### src/rtl/elevator_pkg.sv
// Shared types and constants for the elevator request scheduler.
package elevator_pkg;

  typedef enum logic [1:0] {
    DIR_IDLE = 2'b00,
    DIR_UP   = 2'b01,
    DIR_DOWN = 2'b10
  } dir_t;

  localparam logic [2:0] GROUND = 3'b000;
  localparam logic [2:0] FLOOR1 = 3'b001;
  localparam logic [2:0] FLOOR2 = 3'b010;
  localparam logic [2:0] FLOOR3 = 3'b011;
  localparam logic [2:0] FLOOR4 = 3'b100;
  localparam logic [2:0] FLOOR5 = 3'b101;
  localparam logic [2:0] FLOOR6 = 3'b110;
  localparam logic [2:0] FLOOR7 = 3'b111;

  localparam int DEFAULT_NUM_FLOORS = 6;
  localparam int DEFAULT_FLOOR_W    = 3;

endpackage

### src/rtl/elevator_floor_search.sv
// Combinational finder: nearest or farthest set request bit strictly above
// or strictly below a reference floor.
module elevator_floor_search #(
  parameter int NUM_FLOORS = 6,
  parameter int FLOOR_W    = 3,
  parameter bit ABOVE      = 1'b1,
  parameter bit NEAREST    = 1'b1
) (
  input  logic [NUM_FLOORS-1:0] req_i,
  input  logic [FLOOR_W-1:0]    floor_i,
  output logic                  found_o,
  output logic [FLOOR_W-1:0]    floor_o
);

  // Scan order is picked so the last hit written is the one wanted.
  localparam bit ASCENDING = (ABOVE != NEAREST);

  function automatic logic hit(input int idx, input logic [FLOOR_W-1:0] ref_floor);
    return ABOVE ? (idx > int'(ref_floor)) : (idx < int'(ref_floor));
  endfunction

  always_comb begin
    found_o = 1'b0;
    floor_o = '0;
    if (ASCENDING) begin
      for (int i = 0; i < NUM_FLOORS; i++) begin
        if (req_i[i] && hit(i, floor_i)) begin
          found_o = 1'b1;
          floor_o = FLOOR_W'(i);
        end
      end
    end else begin
      for (int i = NUM_FLOORS - 1; i >= 0; i--) begin
        if (req_i[i] && hit(i, floor_i)) begin
          found_o = 1'b1;
          floor_o = FLOOR_W'(i);
        end
      end
    end
  end

endmodule

### src/rtl/elevator_request_scheduler.sv
// Latches cabin/hall requests, keeps the SCAN travel direction and presents
// a registered target floor to the elevator controller.
module elevator_request_scheduler
  import elevator_pkg::*;
#(
  parameter int NUM_FLOORS = DEFAULT_NUM_FLOORS,
  parameter int FLOOR_W    = DEFAULT_FLOOR_W
) (
  input  logic                  clk,
  input  logic                  reset,
  input  logic [NUM_FLOORS-1:0] btn_num_in,
  input  logic [NUM_FLOORS-1:0] btn_up_out,
  input  logic [NUM_FLOORS-1:0] btn_down_out,
  input  logic [FLOOR_W-1:0]    current_floor,
  input  logic                  serve,
  output logic [FLOOR_W-1:0]    target_floor,
  output logic                  target_valid,
  output logic                  dir_up,
  output logic                  dir_down,
  output logic [NUM_FLOORS-1:0] cab_lamps,
  output logic [NUM_FLOORS-1:0] up_lamps,
  output logic [NUM_FLOORS-1:0] down_lamps
);

  localparam logic [NUM_FLOORS-1:0] UP_MASK   = {1'b0, {(NUM_FLOORS-1){1'b1}}};
  localparam logic [NUM_FLOORS-1:0] DOWN_MASK = {{(NUM_FLOORS-1){1'b1}}, 1'b0};

  dir_t                  dir_q, dir_d;
  logic                  armed_q;
  logic [NUM_FLOORS-1:0] num_prev_q, up_prev_q, down_prev_q;
  logic [NUM_FLOORS-1:0] cab_q, cab_d, up_q, up_d, down_q, down_d;
  logic [FLOOR_W-1:0]    tgt_q, tgt_d;
  logic                  tgt_valid_q, tgt_valid_d;

  logic                  floor_ok;
  logic [NUM_FLOORS-1:0] at_mask, above_mask, below_mask;
  logic [NUM_FLOORS-1:0] pend_q, pend_d;
  logic [NUM_FLOORS-1:0] clr_cab, clr_up, clr_down;
  logic [NUM_FLOORS-1:0] rise_num, rise_up, rise_down;
  logic                  above_d, below_d;

  logic                  up_near_found, up_far_found, dn_near_found, dn_far_found;
  logic [FLOOR_W-1:0]    up_near_floor, up_far_floor, dn_near_floor, dn_far_floor;

  assign floor_ok   = int'(current_floor) < NUM_FLOORS;
  assign at_mask    = floor_ok ? (NUM_FLOORS'(1) << current_floor) : '0;
  assign above_mask = ~((NUM_FLOORS'(2) << current_floor) - NUM_FLOORS'(1));
  assign below_mask = (NUM_FLOORS'(1) << current_floor) - NUM_FLOORS'(1);
  assign pend_q     = cab_q | up_q | down_q;

  // armed_q suppresses capture on the first cycle after reset so buttons
  // held through reset do not register as fresh presses.
  assign rise_num  = armed_q ? (btn_num_in & ~num_prev_q) : '0;
  assign rise_up   = armed_q ? (btn_up_out & ~up_prev_q & UP_MASK) : '0;
  assign rise_down = armed_q ? (btn_down_out & ~down_prev_q & DOWN_MASK) : '0;

  always_comb begin
    clr_cab  = '0;
    clr_up   = '0;
    clr_down = '0;
    if (serve && floor_ok) begin
      clr_cab = at_mask;
      case (dir_q)
        DIR_UP: begin
          clr_up = at_mask;
          if (!(|(pend_q & above_mask))) clr_down = at_mask;
        end
        DIR_DOWN: begin
          clr_down = at_mask;
          if (!(|(pend_q & below_mask))) clr_up = at_mask;
        end
        default: begin
          clr_up   = at_mask;
          clr_down = at_mask;
        end
      endcase
    end
  end

  // Clear is applied after capture so a same-floor press loses to serve.
  assign cab_d  = (cab_q | rise_num) & ~clr_cab;
  assign up_d   = (up_q | rise_up) & ~clr_up;
  assign down_d = (down_q | rise_down) & ~clr_down;
  assign pend_d = cab_d | up_d | down_d;

  assign above_d = |(pend_d & above_mask);
  assign below_d = |(pend_d & below_mask);

  always_comb begin
    dir_d = dir_q;
    if (floor_ok) begin
      case (dir_q)
        DIR_UP:   dir_d = above_d ? DIR_UP : (below_d ? DIR_DOWN : DIR_IDLE);
        DIR_DOWN: dir_d = below_d ? DIR_DOWN : (above_d ? DIR_UP : DIR_IDLE);
        default:  dir_d = above_d ? DIR_UP : (below_d ? DIR_DOWN : DIR_IDLE);
      endcase
    end
  end

  elevator_floor_search #(.NUM_FLOORS(NUM_FLOORS), .FLOOR_W(FLOOR_W), .ABOVE(1'b1), .NEAREST(1'b1))
    u_up_near (.req_i(cab_q | up_q), .floor_i(current_floor), .found_o(up_near_found), .floor_o(up_near_floor));
  elevator_floor_search #(.NUM_FLOORS(NUM_FLOORS), .FLOOR_W(FLOOR_W), .ABOVE(1'b1), .NEAREST(1'b0))
    u_up_far (.req_i(down_q), .floor_i(current_floor), .found_o(up_far_found), .floor_o(up_far_floor));
  elevator_floor_search #(.NUM_FLOORS(NUM_FLOORS), .FLOOR_W(FLOOR_W), .ABOVE(1'b0), .NEAREST(1'b1))
    u_dn_near (.req_i(cab_q | down_q), .floor_i(current_floor), .found_o(dn_near_found), .floor_o(dn_near_floor));
  elevator_floor_search #(.NUM_FLOORS(NUM_FLOORS), .FLOOR_W(FLOOR_W), .ABOVE(1'b0), .NEAREST(1'b0))
    u_dn_far (.req_i(up_q), .floor_i(current_floor), .found_o(dn_far_found), .floor_o(dn_far_floor));

  always_comb begin
    tgt_d       = tgt_q;
    tgt_valid_d = tgt_valid_q;
    if (floor_ok) begin
      tgt_valid_d = |pend_q;
      case (dir_q)
        DIR_UP: begin
          if (up_near_found)     tgt_d = up_near_floor;
          else if (up_far_found) tgt_d = up_far_floor;
        end
        DIR_DOWN: begin
          if (dn_near_found)     tgt_d = dn_near_floor;
          else if (dn_far_found) tgt_d = dn_far_floor;
        end
        default: begin
          if (|(pend_q & at_mask)) tgt_d = current_floor;
        end
      endcase
    end
  end

  always_ff @(posedge clk or negedge reset) begin
    if (!reset) begin
      dir_q       <= DIR_IDLE;
      armed_q     <= 1'b0;
      num_prev_q  <= '0;
      up_prev_q   <= '0;
      down_prev_q <= '0;
      cab_q       <= '0;
      up_q        <= '0;
      down_q      <= '0;
      tgt_q       <= FLOOR_W'(GROUND);
      tgt_valid_q <= 1'b0;
    end else begin
      dir_q       <= dir_d;
      armed_q     <= 1'b1;
      num_prev_q  <= btn_num_in;
      up_prev_q   <= btn_up_out;
      down_prev_q <= btn_down_out;
      cab_q       <= cab_d;
      up_q        <= up_d;
      down_q      <= down_d;
      tgt_q       <= tgt_d;
      tgt_valid_q <= tgt_valid_d;
    end
  end

  assign target_floor = tgt_q;
  assign target_valid = tgt_valid_q;
  assign dir_up       = (dir_q == DIR_UP);
  assign dir_down     = (dir_q == DIR_DOWN);
  assign cab_lamps    = cab_q;
  assign up_lamps     = up_q;
  assign down_lamps   = down_q;

endmodule

### config.mk
export PLATFORM = sky130hd
export DESIGN_NAME = elevator_request_scheduler
export DESIGN_NICKNAME = d
export VERILOG_FILES = /design/src/rtl/elevator_pkg.sv /design/src/rtl/elevator_floor_search.sv /design/src/rtl/elevator_request_scheduler.sv
export SDC_FILE = /design/constraint.sdc
export NUM_CORES = 1
export LEC_CHECK = 0
export CAP_MARGIN = 40
export CORE_MARGIN = 8
export CORE_UTILIZATION = 57
export DETAILED_ROUTE_END_ITERATION = 6
export DONT_BUFFER_PORTS = 1
export HOLD_SLACK_MARGIN = 0.1
export PLACE_DENSITY = 0.83
export SLEW_MARGIN = 10
export SYNTH_ARGS = -nofsm -noshare
export SYNTH_HDL_FRONTEND = slang
export SYNTH_SLANG_ARGS = --single-unit
export TNS_END_PERCENT = 1
### constraint.sdc
create_clock -name clk -period 2.2 [get_ports clk]
set_input_delay 0.33 -clock clk [delete_from_list [all_inputs] [get_ports clk]]
set_output_delay 0.33 -clock clk [all_outputs]
set_load 0.1 [all_outputs]
==> metrics.md <==
| Metric | Value |
|---|---|
| Status | finished, violations left |
| Failing checks | negative setup slack |
| Critical Path Start Type | register |
| Setup Crit Path Kind | register to register |
| Avg WL per Cell | 21.5 um |
| Nets | 375 |
| Residual DRC count | 0 |
| Worst Path Required | 2.44 ns |
| Clock Tree Buf Depth | 2 |
| Net Count, Synth | approximately 290 |
| Global-route wire length before repair | ~13000 um |
| Hold_ws | ~0.11 ns |
| Slew Viols, Final | 0 |
| Setup slack after layout | -0.257 ns |
| # IOs | 48 |
| Area delta synth->final | 45.3% |
| CTS Buf Count | 5 |
| Worst EP arrival | 2.70 ns |
| DP HPWL | 5950 um |
| Register area share after synthesis | a little over two fifths |
| Final Critical Period | 2.46 ns |
| Overflow after GRT | 0 |
| VDD IR max | 722 uV |
| Post-Syn Instances | 260 |
| Top cells by area, synth | dfrtp_1 44%, a21oi_1 5.2%, a31oi_1 5.1%, nor2_1 4.0%, o21ai_0 3.9% |
| Unrepaired setup endpoints after global routing | yes |
| PwrDens | roughly 1000 mW/mm2 |
| CTS sink cnt | just over 40 |
| Die X | 80.0 um |
| CTS Root Cell | clkbuf_8 |
| Critical-path top delay cell | or4b_1 |
| Routed wl met3 | 990 um |
| WP buf/inv | 0 |
| Routability cong. | around 0.96 |
| Initial Utilization | 58.7% |
| Pin count of the biggest net entering global routing | between 40 and 50 |
| Design area | 0.00339 mm2 |
| Layout cell share with drive strength beyond 1 | a little under two fifths |
| Worst Hold Class | input port to register |
| Distinct cells, synth | 57 |
| Total power draw | 3.40 mW |
| Post-route setup TNS | -0.531 ns |
| Input/output buffers | 0 |
| Initial DRC count | 305 |
| CTS tree | done |
| Max cap viols | 0 |
| CP Capture Type | register |
| Metal1 wirelength | 3080 um |
| Critical path's largest stage delay | about 0.55 ns |
| GRT Overall Usage | 26.7% |
| Skew-Pair Late Insertion Delay | 0.29 ns |
| WL met2 | 3990 um |
| Ant. Diodes | 0 |
| YS warnings | 0 |
| Synthesized area | 0.00233 mm2 |
| DR pass1 iterations | 6 |
| Via density | 6.63 |
| Clock skew | 0.0109 ns |
| Ys async rst share | 100% |
| Avg Cell Area, Syn | 8.97 um2 |
| Commonest non-fill, non-tap cell in the layout | buf_4 |
| # setup viols final | 4 |
| Setup Fix Bufs, Post-CTS | 0 |
| DP Worst Slack | -0.228 ns |
| Most frequent cells in the layout | 70 x buf_4, 25 x nor2_1, 23 x a21oi_1, 23 x dfrtp_1, 21 x inv_1 |
| Synth area leader | dfrtp_1 |
| Max Freq | 407 MHz |
| WL final | 8600 um |
| Count of final hold-check violations | 0 |
| Die Y | 80.0 um |
| P_leak | 1.47 nW |
| Number of enable flip-flop cells after synthesis | 0 |
| Die area | 0.00639 mm2 |
| H-tree depth | 2 |
| Most used DFF post-synth | dfrtp_1 |
| Tightest Pin Transition | 0.594 ns |
| #FFs+latches synth | 41 |
| Site Rows | 23 |
| Worst path cell trace | or4b_1 -> o211ai_2 -> a41o_4 -> o21ai_0 -> a21o_1 -> a21oi_1 -> a21boi_1 -> o22a_1 |
| Vias in the first global route | 2586 |
| Remaining antenna violation count | 0 |
| Area after DPL | ~0.003 mm2 |
| Initial antenna violation count | 0 |
| Post-synth top area share | 44.0% |
| Via count | 2653 |
| Final period util | 112% |
| Slew margin rel. | around three fifths |
| CP Max Fanout | 7 |
| DR top layer | met4 |
| Clk slew on worst S/H paths | 0.09 ns |
| Core Area | 0.00397 mm2 |
| Crit-path leading delay family | compound AO/OA/AOI/OAI gates |
state kept, by name, summed over array words and instances, names as in the netlist:
register,count
down_lamps,6
target_valid,1
up_prev_q,5
down_prev_q,5
cab_lamps,6
num_prev_q,6
armed_q,1
target_floor,3
dir_q,2
up_lamps,6
final cells by class:
class	instances	area, um2
multi-input cells	188	1250
flip-flops and latches	41	1060
repair buffers	92	795
fillers	216	583
inverters	21	78.8
clock buffers	5	68.8
clock inverters	3	65.1
well taps	50	62.6
report_power, final:
part	total [mW]	switching [mW]	internal (mW)
clock	0.721	0.270	0.451
sequential	0.974	0.0957	0.878
combinational	1.71	1.16	0.545
total	3.40	1.53	1.87
cells by family (layout without fill, tap and decap cells):
family	after synthesis	in the layout	share of synthesized area, %
fa+ha+maj	2	2	1.07
compound gates	102	102	30.0
flops	41	41	44.0
other cells	1	1	0.161
mux	3	3	1.39
simple gates	80	80	17.8
buf+inv	31	121	5.58
timing repair:
item / CTS / global route
endpoints found under the hold margin: 57 / 0
resized for setup: 9 / 7
hold buffers: 18 / 0
endpoints found under the setup margin: 5 / 5
pin swaps: 0 / 5
synthesized netlist by cell type, types with 2 or more instances:
master	n
a211oi_1	3
a21o_1	3
a21oi_1	24
a22oi_1	2
a31oi_1	19
and3b_1	2
buf_2	2
clkbuf_1	6
dfrtp_1	41
ha_1	2
inv_1	21
mux2_2	2
nand2_1	19
nand2b_1	3
nand3_1	2
nor2_1	25
nor2b_1	4
nor3_1	8
nor4_1	4
nor4b_1	2
o21a_1	2
o21ai_0	18
o21bai_1	3
o221a_2	2
o22ai_1	5
o31a_1	2
or3_1	4
final timing paths:
kind | startpoint | endpoint | slack (ns) | cells after the start
min reg2reg | dir_q[1]$_DFFE_PN0N_ | dir_q[1]$_DFFE_PN0N_ | 0.54 | 2
max in group asynchronous | reset | up_lamps[1]$_DFF_PN0_ | 1.47 | 2
max reg2reg | down_lamps[5]$_DFF_PN0_ | dir_q[0]$_DFFE_PN0N_ | -0.26 | 8
min | serve | cab_lamps[0]$_DFF_PN0_ | 0.11 | 1
max | down_lamps[5]$_DFF_PN0_ | dir_q[0]$_DFFE_PN0N_ | -0.26 | 8
min in group asynchronous | reset | dir_q[1]$_DFFE_PN0N_ | 0.50 | 2
through the flow:
stage | std cells | util (%)
after CTS | 399 | 83.6
after global placement | 371 | 73.8
after floorplan | 260 | -
after detailed placement | 373 | 74.5
final | 400 | 85.3
after global routing | 400 | 85.3
per-layer routing:
layer / up-vias / track usage (%)
li1: 1142 / -
met1: 1245 / 31.4
met2: 209 / 42.2
met3: 57 / 8.11
met4: 0 / 15.3
met5: - / 0
worst reg2reg max path: cells and delay by family, from the launching register on:
kind	cells	cell delay (ns)
compound gates	7	1.36
simple gates	1	0.55
flops	1	0.49
Power figures use the tool's default switching activity.
